[config.mk]
export PLATFORM = sky130hd
export DESIGN_NAME = hcode_out_arbiter
export DESIGN_NICKNAME = d
export VERILOG_FILES = /design/src/rtl/hcode_shell_pkg.sv /design/src/rtl/hcode_rr_pick.sv /design/src/rtl/hcode_out_arbiter.sv
export SDC_FILE = /design/constraint.sdc
export NUM_CORES = 1
export LEC_CHECK = 0
export CAP_MARGIN = 20
export CORE_AREA = 2 2 256 258
export CTS_CLUSTER_DIAMETER = 120
export CTS_CLUSTER_SIZE = 8
export DETAILED_ROUTE_END_ITERATION = 10
export DIE_AREA = 0 0 258 260
export GPL_TIMING_DRIVEN = 0
export PLACE_DENSITY = 0.42
export REMOVE_ABC_BUFFERS = 1
export SLEW_MARGIN = 20
export SYNTH_ARGS = -nofsm -noshare
export SYNTH_HDL_FRONTEND = slang
export SYNTH_SLANG_ARGS = --single-unit
[constraint.sdc]
create_clock -name ap_clk -period 9.7 [get_ports ap_clk]
set_input_delay 1.94 -clock ap_clk [delete_from_list [all_inputs] [get_ports ap_clk]]
set_output_delay 1.94 -clock ap_clk [all_outputs]
set_load 0.1 [all_outputs]
[src/rtl/hcode_shell_pkg.sv]
// Shared types and constants for the hcode shell: channel count, word width,
// the output-arbiter state type and a constant-foldable ceil(log2) helper.
package hcode_shell_pkg;

  localparam int HC_NCH = 4;
  localparam int HC_DW  = 128;

  typedef enum logic [0:0] {
    IDLE  = 1'b0,
    GRANT = 1'b1
  } arb_state_t;

  // Smallest r with 2**r >= v (returns 0 for v <= 1).
  function automatic int clog2(input int v);
    int r;
    r = 0;
    while ((1 << r) < v) r++;
    return r;
  endfunction

endpackage

[src/rtl/hcode_rr_pick.sv]
// Rotating-priority encoder: returns the first requester found when
// searching upward from last+1, wrapping modulo NCH (NCH is a power of two,
// so the wrap is plain truncation of the index).
module hcode_rr_pick
  import hcode_shell_pkg::*;
#(
  parameter  int NCH = HC_NCH,
  localparam int CW  = clog2(NCH)
) (
  input  logic [NCH-1:0] req,
  input  logic [CW-1:0]  last,
  output logic [CW-1:0]  pick,
  output logic           any
);

  logic [CW-1:0] idx;

  // Scan from the farthest offset down to the nearest so the nearest wins.
  always_comb begin
    pick = '0;
    any  = 1'b0;
    idx  = '0;
    for (int i = NCH; i >= 1; i--) begin
      idx = last + CW'(i);
      if (req[idx]) begin
        pick = idx;
        any  = 1'b1;
      end
    end
  end

endmodule

[src/rtl/hcode_out_arbiter.sv]
// Merges NCH subshell ap_fifo write streams into one host-bound write port.
// One channel is granted at a time for up to MAX_BURST words; every word
// carries its source channel. A single output slot decouples the host FIFO
// full flag from the channel side, so ch_full never depends on ch_write.
module hcode_out_arbiter
  import hcode_shell_pkg::*;
#(
  parameter  int NCH       = HC_NCH,
  parameter  int DW        = HC_DW,
  parameter  int MAX_BURST = 16,
  localparam int CW        = clog2(NCH)
) (
  input  logic              ap_clk,
  input  logic              ap_rst,
  input  logic [NCH*DW-1:0] ch_din,
  input  logic [NCH-1:0]    ch_write,
  output logic [NCH-1:0]    ch_full,
  output logic [DW-1:0]     out_din,
  output logic [CW-1:0]     out_chan,
  output logic              out_write,
  input  logic              out_full
);

  localparam logic [7:0] BURST_LIM = 8'(MAX_BURST);

  arb_state_t    state_q, state_d;
  logic [CW-1:0] grant_q, grant_d;
  logic [CW-1:0] last_q, last_d;
  logic [7:0]    burst_q, burst_d;

  logic          vld_q;
  logic [DW-1:0] dat_q;
  logic [CW-1:0] chan_q;

  logic          slot_ready;
  logic          drain;
  logic          accept;
  logic [CW-1:0] pick;
  logic          any;

  hcode_rr_pick #(.NCH(NCH)) u_pick (
    .req  (ch_write),
    .last (last_q),
    .pick (pick),
    .any  (any)
  );

  assign slot_ready = !vld_q || !out_full;
  assign drain      = vld_q && !out_full;
  assign accept     = (state_q == GRANT) && ch_write[grant_q] && slot_ready;

  // Only the granted channel may see not-full, and only when the slot can take a word.
  always_comb begin
    ch_full = '1;
    if (state_q == GRANT) ch_full[grant_q] = !slot_ready;
  end

  // Arbitration next state: pick in IDLE, count and release in GRANT.
  always_comb begin
    state_d = state_q;
    grant_d = grant_q;
    last_d  = last_q;
    burst_d = burst_q;
    case (state_q)
      IDLE: begin
        if (any) begin
          state_d = GRANT;
          grant_d = pick;
          burst_d = '0;
        end
      end
      GRANT: begin
        if (accept) burst_d = burst_q + 8'd1;
        // A stalled but still-writing channel keeps its grant.
        if (!ch_write[grant_q] || (accept && (burst_q + 8'd1 == BURST_LIM))) begin
          state_d = IDLE;
          last_d  = grant_q;
        end
      end
      default: state_d = IDLE;
    endcase
  end

  // Arbitration state registers; last starts at NCH-1 so channel 0 wins first.
  always_ff @(posedge ap_clk or posedge ap_rst) begin
    if (ap_rst) begin
      state_q <= IDLE;
      grant_q <= '0;
      last_q  <= CW'(NCH - 1);
      burst_q <= '0;
    end else begin
      state_q <= state_d;
      grant_q <= grant_d;
      last_q  <= last_d;
      burst_q <= burst_d;
    end
  end

  // Output slot: a load wins over a same-cycle drain, keeping full rate.
  always_ff @(posedge ap_clk or posedge ap_rst) begin
    if (ap_rst) begin
      vld_q  <= 1'b0;
      dat_q  <= '0;
      chan_q <= '0;
    end else if (accept) begin
      vld_q  <= 1'b1;
      dat_q  <= ch_din[int'(grant_q)*DW +: DW];
      chan_q <= grant_q;
    end else if (drain) begin
      vld_q  <= 1'b0;
    end
  end

  assign out_din   = dat_q;
  assign out_chan  = chan_q;
  assign out_write = vld_q;

endmodule

==> results_tabular.tex <==
\begin{tabular}{lr}
\hline
Metric & Value \\
\hline
\multicolumn{2}{l}{\textbf{Run status}} \\
Result of the run & completed \\
\multicolumn{2}{l}{\textbf{STA}} \\
RSZ-0062 raised after global routing & false \\
Max-slew violation count & 0 \\
Clock Skew & 8.92 ps \\
Final critical path time including I/O delays and setup & 6110 ps \\
Final setup viols & 0 \\
Fmax & 164 MHz \\
Post-route clock period utilization & 0.630 \\
Final count of hold timing violations & 0 \\
Tightest Pin Transition & 1090 ps \\
Relative slew slack & 0.273 \\
Worst Slack Setup Final & 3590 ps \\
\multicolumn{2}{l}{\textbf{Route}} \\
Detailed-route DRC error count & 0 \\
DR vias & 8,884 \\
DRT Wirelength & 42,400 um \\
Number of detailed-route iterations in the first pass & 4 \\
Routed wire length per instance & 18.4 um \\
Routed vias/inst & 3.85 \\
Antenna-violating nets left & 0 \\
Number of DRC violations after detailed-routing iteration 0 & 277 \\
\multicolumn{2}{l}{\textbf{Worst setup path}} \\
Worst r2r path cells & 6 \\
Worst EP required & 7760 ps \\
Setup crit start kind & input port \\
Critical-path cell list & clkdlybuf4s50\_1, a21boi\_1, nand3\_1, clkdlybuf4s50\_1 \\
Worst Path Max Fanout & 6 \\
Cell with the largest stage delay on the worst path & clkdlybuf4s50\_1 \\
Arrival time worst endpoint & 4170 ps \\
R2R setup slack & 7010 ps \\
Setup CP Type & input port to output pin \\
Critical path's most frequent cell & clkdlybuf4s50\_1 \\
Critical Path Sink Type & output pin \\
Delay contributed by the slowest stage of the critical path & 1000 ps \\
\multicolumn{2}{l}{\textbf{Die}} \\
Initial core utilization & 0.138 \\
Count of pins on the block boundary & 654 \\
Chip Height & 260 um \\
Area of the die & 67,100 um2 \\
Std cell rows & 93 \\
Die width & 258 um \\
Core Box Area & 64,100 um2 \\
\multicolumn{2}{l}{\textbf{Power and ir drop}} \\
Leakage power total & 6.85 nW \\
Power density over cell area & 362 nW/um2 \\
Largest vdd supply drop & 0.207 mV \\
\multicolumn{2}{l}{\textbf{Synth}} \\
Number of flops mapped to enable cells by yosys & 0 \\
Library cells used by synthesis & 42 \\
Syn Inst Count & 818 \\
Synth area leader & dfrtp\_1 \\
Share of the yosys chip area belonging to registers & 0.406 \\
Summed instance area of the synthesized netlist & 8880 um2 \\
Ranking of synthesized cells by area & dfrtp\_1 (40\%), mux4\_2 (33\%), nand2\_1 (17\%), buf\_2 (1.7\%), buf\_6 (1.0\%) \\
Area share of the largest cell type after synthesis & 0.400 \\
Synthesis-stage register bit count & 144 \\
Share of flip-flops with an asynchronous set or reset after synthesis & 1.00 \\
Average cell area after synthesis & 10.9 um2 \\
Predominant post-synthesis flop cell & dfrtp\_1 \\
Warning count from the yosys run & 0 \\
\multicolumn{2}{l}{\textbf{GRT}} \\
Largest net degree at the start of global routing & 78 \\
Global Route Usage Sum & 0.125 \\
Number of global-route vias before repair & 9,694 \\
Total congestion overflow after global routing & 0 \\
First-pass GRT wire length & 62,000 um \\
Antenna violations before repair & 5 \\
\multicolumn{2}{l}{\textbf{Clocking}} \\
Maximum clock path buffer count & 2 \\
Root buffer selected by CTS & clkbuf\_16 \\
Post-CTS repair timing setup buffer count & 0 \\
Cts bufs inserted & 17 \\
Number of buffers inserted for hold repair after clock tree synthesis & 0 \\
Clock tree from TritonCTS & built \\
Clock-pin slew on the worst setup and hold paths & 60 ps \\
Number of H-tree branching levels & 4 \\
Number of sinks handled by clock tree synthesis & 144 \\
Cts repair resizes & 0 \\
Skew-Pair Late Insertion Delay & 470 ps \\
\multicolumn{2}{l}{\textbf{Layout}} \\
Most common library cell in the layout ignoring fill and taps & clkdlybuf4s50\_1 \\
Final nets & 1,958 \\
Fill cell count & 6,741 \\
Synth-to-Final Area Change & 91.8\% \\
Commonest non-fill, non-tap cells in the layout & clkdlybuf4s50\_1 (652), nand2\_1 (405), dfrtp\_1 (140) \\
Layout cell share with drive strength beyond 1 & 0.124 \\
Utilization after layout & 0.266 \\
\multicolumn{2}{l}{\textbf{Placement}} \\
RePlAce Congestion & 0.820 \\
Number of buffers added on ports & 653 \\
Placement Setup Slack & 3550 ps \\
Placed wire-length estimate & 34,400 um \\
\multicolumn{2}{l}{\textbf{Min path}} \\
Number of cells on the worst hold path & 2 \\
Worst min-delay path class & flip-flop to flip-flop \\
\multicolumn{2}{l}{\textbf{Run}} \\
Total of max-cap violations & 0 \\
\hline
\end{tabular}
## report_power, final
part           switching [W]  internal (W)
clock network       0.000290      0.000385
logic                0.00301       0.00137
registers           0.000205      0.000893
total                0.00351       0.00265
## cells by family (layout without fill, tap and decap cells)
logic type,after synthesis,in the layout,share of synthesized area
buffers and inverters,69,701,0.0406
AND/OR/NAND/NOR,436,436,0.193
XOR/XNOR,2,2,0.00197
flip-flops,144,144,0.406
other,0,1,0
adder cells (fa/ha/maj),2,2,0.00282
AO/OA/AOI/OAI,30,30,0.0216
multiplexers,135,135,0.334
## per-layer routing
layer | routed length, um | vias up | GRT usage | part of all wire
li1 | - | 4129 | - | -
met1 | 15600 | 4275 | 0.135 | 0.37
met2 | 22100 | 418 | 0.224 | 0.52
met3 | 3560 | 56 | 0.0430 | 0.084
met4 | 1120 | 6 | 0.0485 | 0.026
met5 | 37 | - | 0 | 0.00087
## worst max-delay path, delay by kind of cell
kind,cells,cell delay [ps]
compound gates,1,630
simple gates,1,140
buf+inv,2,1450
## state kept, by name, summed over array words and instances (netlist names)
| register | cells |
|---|---|
| burst_q | 8 |
| grant_q | 2 |
| last_q | 2 |
| out_chan | 2 |
| out_din | 128 |
| out_write | 1 |
| state_q | 1 |
## cell type report
type,count,area (um2),share of cell area
well taps,855,1070,0.0628
flip-flops and latches,144,3610,0.212
inverters,6,30.0,0.00176
diodes,1,2.50,0.000147
clock buffers,19,443,0.0260
clock inverters,13,135,0.00794
multi-input cells,605,4920,0.289
repair buffers,663,6810,0.400
## cell usage after synthesis (all sizes together), types with 2 or more instances
cell     instances
a21o             3
nor2             6
o21ai            8
mux4           129
inv              6
o22ai            2
buf             44
or3              4
ha               2
dfstp            2
clkbuf          19
mux2i            5
nand3            7
nand2          406
nand4bb          2
dfrtp          142
a31oi            4
a21oi            6
xor2             2
## worst paths after layout
kind,start,to
min reg2reg,out_din[5],out_din[5]
min,out_din[5],out_din[5]
min in group asynchronous,ap_rst,out_din[125]
max reg2reg,grant_q[0],burst_q[5]
max in group asynchronous,ap_rst,last_q[1]
max,out_full,ch_full[3]
## stage by stage
| stage | hold slack (ps) | area (um2) | total power, W | instances | TNS, ps |
|---|---|---|---|---|---|
| 2_1_floorplan | 511 | 8540 | 0.00439 | 755 | 0 |
| 3_3_place_gp | 458 | 16100 | 0.00574 | 2263 | -78960 |
| 3_5_place_dp | 461 | 16400 | 0.00556 | 2273 | 0 |
| 4_1_cts | 477 | 17000 | 0.00627 | 2305 | 0 |
| 5_1_grt | 494 | 17000 | 0.00651 | 2306 | 0 |
| 6_report | 470 | 17000 | 0.00616 | 2306 | 0 |
Power figures use the tool's default switching activity.
